===== src/rtl/rc4_pkg.sv =====
// rtl/rc4_pkg.sv - shared RC4 types and constants for the key-scheduling blocks
package rc4_pkg;

    localparam int RC4_N                 = 256;
    localparam int RC4_KEY_BYTES_DEFAULT = 3;

    typedef logic [7:0] rc4_byte_t;

    typedef enum logic [2:0] {
        IDLE,
        READ_I,
        WAIT_I,
        READ_J,
        WAIT_J,
        WRITE_I,
        WRITE_J,
        DONE
    } ksa_state_t;

endpackage


===== src/rtl/ksa_key_sel.sv =====
// rtl/ksa_key_sel.sv - captured secret key plus wrapping byte counter k
module ksa_key_sel
    import rc4_pkg::*;
#(
    parameter int KEY_BYTES = RC4_KEY_BYTES_DEFAULT
) (
    input  logic                   clk,
    input  logic                   reset_n,
    input  logic                   load,
    input  logic                   advance,
    input  logic [KEY_BYTES*8-1:0] key_in,
    output rc4_byte_t              key_byte
);

    localparam logic [2:0] K_LAST = 3'(KEY_BYTES - 1);

    logic [KEY_BYTES*8-1:0] key_r;
    logic [2:0]             k;
    rc4_byte_t              key_bytes [8];

    always_ff @(posedge clk or negedge reset_n) begin
        if (!reset_n) begin
            key_r <= '0;
            k     <= '0;
        end else if (load) begin
            key_r <= key_in;
            k     <= '0;
        end else if (advance) begin
            k <= (k == K_LAST) ? 3'd0 : k + 3'd1;
        end
    end

    // Byte 0 is the most-significant byte of the key; unused slots read as zero.
    always_comb begin
        for (int b = 0; b < 8; b++) begin
            key_bytes[b] = '0;
        end
        for (int b = 0; b < KEY_BYTES; b++) begin
            key_bytes[b] = key_r[(KEY_BYTES-1-b)*8 +: 8];
        end
    end

    assign key_byte = key_bytes[k];

endmodule


===== src/rtl/ksa_swap.sv =====
// rtl/ksa_swap.sv - RC4 KSA swap phase over a 256x8 single-port S RAM (optional KSA_DEBUG_EN taps)
module ksa_swap
    import rc4_pkg::*;
#(
    parameter int KEY_BYTES = RC4_KEY_BYTES_DEFAULT
) (
    input  logic                   clk,
    input  logic                   reset_n,
    input  logic                   start,
    input  logic [KEY_BYTES*8-1:0] secret_key,
    output logic [7:0]             mem_addr,
    output logic [7:0]             mem_wdata,
    output logic                   mem_wren,
    input  logic [7:0]             mem_rdata,
    output logic                   ksa_done
`ifdef KSA_DEBUG_EN
    ,
    output logic [7:0]             dbg_i,
    output logic [7:0]             dbg_j,
    output logic                   dbg_busy
`endif
);

    localparam rc4_byte_t I_LAST = rc4_byte_t'(RC4_N - 1);

    ksa_state_t state;
    rc4_byte_t  i;
    rc4_byte_t  j;
    rc4_byte_t  si;
    rc4_byte_t  key_byte;
    rc4_byte_t  j_next;
    logic       key_load;
    logic       key_adv;

    assign key_load = (state == IDLE) && start;
    assign key_adv  = (state == WRITE_J) && (i != I_LAST);
    assign j_next   = j + mem_rdata + key_byte;

    ksa_key_sel #(
        .KEY_BYTES (KEY_BYTES)
    ) u_key_sel (
        .clk      (clk),
        .reset_n  (reset_n),
        .load     (key_load),
        .advance  (key_adv),
        .key_in   (secret_key),
        .key_byte (key_byte)
    );

    // RAM outputs are registered alongside the state so each state presents
    // its address/data for the whole cycle; reads sample on leaving WAIT_x.
    always_ff @(posedge clk or negedge reset_n) begin
        if (!reset_n) begin
            state     <= IDLE;
            i         <= '0;
            j         <= '0;
            si        <= '0;
            mem_addr  <= '0;
            mem_wdata <= '0;
            mem_wren  <= 1'b0;
            ksa_done  <= 1'b0;
        end else begin
            case (state)
                IDLE: begin
                    if (start) begin
                        i        <= '0;
                        j        <= '0;
                        mem_addr <= '0;
                        state    <= READ_I;
                    end
                end
                READ_I: state <= WAIT_I;
                WAIT_I: begin
                    si       <= mem_rdata;
                    j        <= j_next;
                    mem_addr <= j_next;
                    state    <= READ_J;
                end
                READ_J: state <= WAIT_J;
                WAIT_J: begin
                    mem_addr  <= i;
                    mem_wdata <= mem_rdata;
                    mem_wren  <= 1'b1;
                    state     <= WRITE_I;
                end
                WRITE_I: begin
                    mem_addr  <= j;
                    mem_wdata <= si;
                    state     <= WRITE_J;
                end
                WRITE_J: begin
                    mem_wren <= 1'b0;
                    if (i == I_LAST) begin
                        ksa_done <= 1'b1;
                        state    <= DONE;
                    end else begin
                        i        <= i + 8'd1;
                        mem_addr <= i + 8'd1;
                        state    <= READ_I;
                    end
                end
                DONE: begin
                    ksa_done  <= 1'b0;
                    mem_addr  <= '0;
                    mem_wdata <= '0;
                    state     <= IDLE;
                end
                default: state <= IDLE;
            endcase
        end
    end

`ifdef KSA_DEBUG_EN
    assign dbg_i    = i;
    assign dbg_j    = j;
    assign dbg_busy = (state != IDLE) && (state != DONE);
`endif

endmodule

===== config.mk =====
export PLATFORM = sky130hd
export DESIGN_NAME = ksa_swap
export DESIGN_NICKNAME = d
export VERILOG_FILES = /design/src/rtl/rc4_pkg.sv /design/src/rtl/ksa_key_sel.sv /design/src/rtl/ksa_swap.sv
export SDC_FILE = /design/constraint.sdc
export NUM_CORES = 1
export LEC_CHECK = 0
export CORE_MARGIN = 2
export CORE_UTILIZATION = 50
export DETAILED_ROUTE_END_ITERATION = 16
export MAX_ROUTING_LAYER = met4
export PLACE_DENSITY_LB_ADDON = 0.1
export SLEW_MARGIN = 25
export SYNTH_ARGS = -nofsm -noshare
export SYNTH_HDL_FRONTEND = slang
export SYNTH_SLANG_ARGS = --single-unit

===== constraint.sdc =====
create_clock -name clk -period 2.9 [get_ports clk]
set_input_delay 0.58 -clock clk [delete_from_list [all_inputs] [get_ports clk]]
set_output_delay 0.58 -clock clk [all_outputs]
set_load 0.01 [all_outputs]

==> out/qor.tcl <==
set qor(status) {completed}
set qor(vias) 2928
set qor(floorplan.core_area_um2) 7650
set qor(netlist_top_cells_area) {sky130_fd_sc_hd__dfrtp_1, sky130_fd_sc_hd__mux2_2, sky130_fd_sc_hd__mux2i_1, sky130_fd_sc_hd__nand2_1, sky130_fd_sc_hd__fa_1}
set qor(cts_sinks) 72
set qor(cts.hold.buffers_added) 0
set qor(num_antenna_cells) 0
set qor(arrival_worst_endpoint_ps) 3080
set qor(switchingPower_w) 0.00126
set qor(final_max_slew_viol_count) 0
set qor(initialDrtViolationCount) 162
set qor(clkSlewWorstSetupHoldPaths_ps) 80
set qor(dp_slack_ps) -180
set qor(cp_data_required_time_ps) 3130
set qor(period_needed_ps) 2850
set qor(grt_first_pass_wirelength_um) 14300
set qor(yosysSeqAreaShare_pct) 46.1
set qor(clockRootBuffer) {sky130_fd_sc_hd__clkbuf_8}
set qor(critical_path.startpoint_type) {register}
set qor(postPlaceCellArea_um2) 4540
set qor(layout.core_utilization_pct) 62.9
set qor(nature_of_the_critical_path_endpoint) {register}
set qor(vdd_ir_drop_max_uv) 353
set qor(h_tree_levels) 3
set qor(grt_antenna_before_repair) 0
set qor(place.gp.congestion) 0.842
set qor(internal-power_w) 0.00246
set qor(comb_power_share_pct) 41.1
set qor(detailedPlacementHpwl_um) 6000
set qor(clock_power_share_pct) 24.3
set qor(totalWireLength_um) 8470
set qor(rows) 32
set qor(max_freq_mhz) 351
set qor(critPathMaxStageDelay_ps) 560
set qor(reg2reg_depth) 12
set qor(routed_wire_length_per_instance_um) 15.8
set qor(worst_slew_margin_rel_pct) 32.8
set qor(synth-seq-cells) 72
set qor(worstMarginPinSlew_ps) 1000
set qor(chipWidth_um) 92.4
set qor(power.share.switching_pct) 33.9
set qor(final_cell_area_um2) 4810
set qor(die_height_um) 92.4
set qor(layout-drive-gt1-share_pct) 17.6
set qor(hold_class) {input pin to asynchronous set/reset pin}
set qor(sum_of_overflow_across_all_layers_after_global_routing) 0
set qor(synth_top_area_cell) {sky130_fd_sc_hd__dfrtp_1}
set qor(power.share.sequential_pct) 34.6
set qor(ys.flop_type) {sky130_fd_sc_hd__dfrtp_1}
set qor(grt_max_degree) 42
set qor(number_of_flops_mapped_to_enable_cells_by_yosys) 0
set qor(cts_buffer_depth) 2
set qor(async_s_r_ff_share_synth_pct) 100
set qor(report.final.setup_viol) 0
set qor(leakage_nw) 2.06
set qor(start_util_pct) 51.1
set qor(drt_pre_antenna_iters) 5
set qor(antenna_violating_nets_post_route) 0
set qor(reg2reg_to) {j[7]}
set qor(drc) 0
set qor(number_of_distinct_library_cell_variants_in_the_gate_level_netlist_after_synthesis) 53
set qor(insertion_delay_ps) 350
set qor(worst_path_max_delay_cell) {sky130_fd_sc_hd__fa_1}
set qor(clock_tree_from_tritoncts) {yes}
set qor(final_critical_path_setup_slack_ps) 54.0
set qor(power_density_nw_per_um2) 773
set qor(syn_nets) 424
set qor(period_utilization_pct) 98.1
set qor(syn_area_um2) 3910
set qor(area_delta_synth_final_pct) 23.0
set qor(final-hold-violation-count) 0
set qor(maxCapViolations) 0
set qor(synthesis.yosys.warnings) 0
set qor(post-synth-top-area-fraction_pct) 46.1
set qor(regToRegStartpoint) {u_key_sel.k[0]}
set qor(grt_util_all_layers_pct) 22.2
set qor(critical_path_maximum_fanout) 8
set qor(num-nets-final) 478
set qor(input_output_buffers) 52
set qor(vias_per_cell) 5.47
set qor(synth.avg_cell_area_um2) 10.5
set qor(number_of_buffers_created_by_cts) 9
set qor(critical_path_class) {register to register}
set qor(post-layout-total-power_w) 0.00372
set qor(pin_count) 53
set qor(die_area_um2) 8550
set qor(number_of_global_route_vias_before_repair) 2823
set qor(timing.clock.skew_ps) 8.72
set qor(cp_cell_sequence) {buf_4 -> mux2i_1 -> nor2_1 -> a21oi_1 -> nor2_1 -> fa_1 -> ha_4 -> nor2b_2 -> o31ai_2 -> a21oi_1 -> xnor3_1 -> o21ai_1}
set qor(syn_inst) 374
set qor(grt_setup_unrepaired) {yes}
set qor(worst-r2r-setup-slack_ps) 50
==> final cells by class <==
type | instances | area, um^2
Fill cell | 631 | 2840
Multi-Input combinational cell | 272 | 1990
Sequential cell | 72 | 1800
Timing Repair Buffer | 67 | 641
Tap cell | 102 | 128
Clock buffer | 9 | 124
Clock inverter | 7 | 103
Inverter | 6 | 22.5
==> routing by layer <==
metal	vias up	wire, um	share of wire, %	track usage, %
li1	1422	-	-	-
met1	1430	3840	45	31.0
met2	68	4140	49	32.8
met3	8	409	4.8	5.70
met4	0	71	0.84	5.10
met5	-	0	0	-
==> registers in the layout, indices dropped and copies added (netlist names) <==
name / count
mem_wdata: 8
u_key_sel.k: 3
ksa_done: 1
mem_wren: 1
i: 8
mem_addr: 8
state: 3
j: 8
u_key_sel.key_r: 24
si: 8
==> cells by family after synthesis <==
family / count (synthesis) / share of synthesized area, %
compound gates: 80 / 13.3
flops: 72 / 46.1
xor+xnor: 9 / 2.37
mux: 50 / 13.7
simple gates: 118 / 14.2
buf+inv: 30 / 4.03
fa+ha+maj: 15 / 6.33
==> layout by cell type (no fill, tap or decap), types with 2 or more instances in the layout <==
cell                              count
sky130_fd_sc_hd__nand3_1              9
sky130_fd_sc_hd__xnor2_1              3
sky130_fd_sc_hd__mux2i_1             24
sky130_fd_sc_hd__nand2b_1             3
sky130_fd_sc_hd__nand3b_1             2
sky130_fd_sc_hd__a311oi_1             2
sky130_fd_sc_hd__dfrtp_1             71
sky130_fd_sc_hd__a221o_1              2
sky130_fd_sc_hd__nand4_1              2
sky130_fd_sc_hd__o21ai_1              2
sky130_fd_sc_hd__a22o_1               4
sky130_fd_sc_hd__nor2_1              32
sky130_fd_sc_hd__clkinv_4             2
sky130_fd_sc_hd__nor2b_1              2
sky130_fd_sc_hd__ha_1                 5
sky130_fd_sc_hd__buf_4               14
sky130_fd_sc_hd__fa_1                 7
sky130_fd_sc_hd__clkdlybuf4s50_1     51
sky130_fd_sc_hd__bufinv_16            2
sky130_fd_sc_hd__a21oi_1             17
sky130_fd_sc_hd__a31oi_1              3
sky130_fd_sc_hd__a21o_1               4
sky130_fd_sc_hd__o21ai_0             27
sky130_fd_sc_hd__inv_1                5
sky130_fd_sc_hd__xor2_1               5
sky130_fd_sc_hd__nor2b_2              2
sky130_fd_sc_hd__clkbuf_8             9
sky130_fd_sc_hd__a21oi_2              3
sky130_fd_sc_hd__mux2_2              25
sky130_fd_sc_hd__nand2_1             53
sky130_fd_sc_hd__o22ai_1              4
==> power groups by stage <==
stage	Sequential (W)	Clock, W	Combinational (W)
after detailed placement	0.00130	0	0.00141
final	0.00129	0.000905	0.00153
after global routing	0.00131	0.000975	0.00172
after floorplan	0.00125	0	0.00107
after global placement	0.00130	0	0.00139
after CTS	0.00129	0.000926	0.00144
==> timing repair <==
item	4_1_cts	5_1_grt
buffers inserted	1	1
endpoints found under the setup margin	2	8
gates resized for setup	3	10
pin swaps	1	6
==> synthesized netlist by cell type (all sizes together) (4+ instances only) <==
master and instances:
a21o 4, a21oi 20, a22o 4, buf 18, clkbuf 6, dfrtp 72, fa 8, ha 7
inv 6, mux2 26, mux2i 24, nand2 53, nand3 9, nor2 34, nor2b 4, o21ai 29
o22ai 5, xor2 5
==> metrics by stage <==
stage | setup TNS [ps] | instances | hold slack (ps)
finish | 0 | 535 | 276
global route | -194 | 535 | 320
CTS | 0 | 535 | 295
detailed placement | -421 | 518 | 462
global placement | -337 | 518 | 458
floorplan | 0 | 374 | 284
==> how the worst max path moves through the flow <==
| stage | start | to | cells past startpoint |
|---|---|---|---|
| 3_3_place_gp | mem_rdata[1] | mem_addr[7] | 10 |
| 2_1_floorplan | u_key_sel.k[0] | j[7] | 15 |
| 5_1_grt | u_key_sel.k[0] | j[7] | 13 |
| 6_report | u_key_sel.k[0] | j[7] | 12 |
| 3_5_place_dp | mem_rdata[1] | j[7] | 10 |
| 4_1_cts | u_key_sel.k[0] | j[7] | 13 |
==> critical path: cells and delay by family (launching register included) <==
kind	cells	cell delay, ps
multiplexers	1	190
adder cells (fa/ha/maj)	2	780
AO/OA/AOI/OAI	4	570
AND/OR/NAND/NOR	3	310
XOR/XNOR	1	230
flip-flops	1	440
buffers and inverters	1	200
(Power assumes the default switching activity.)
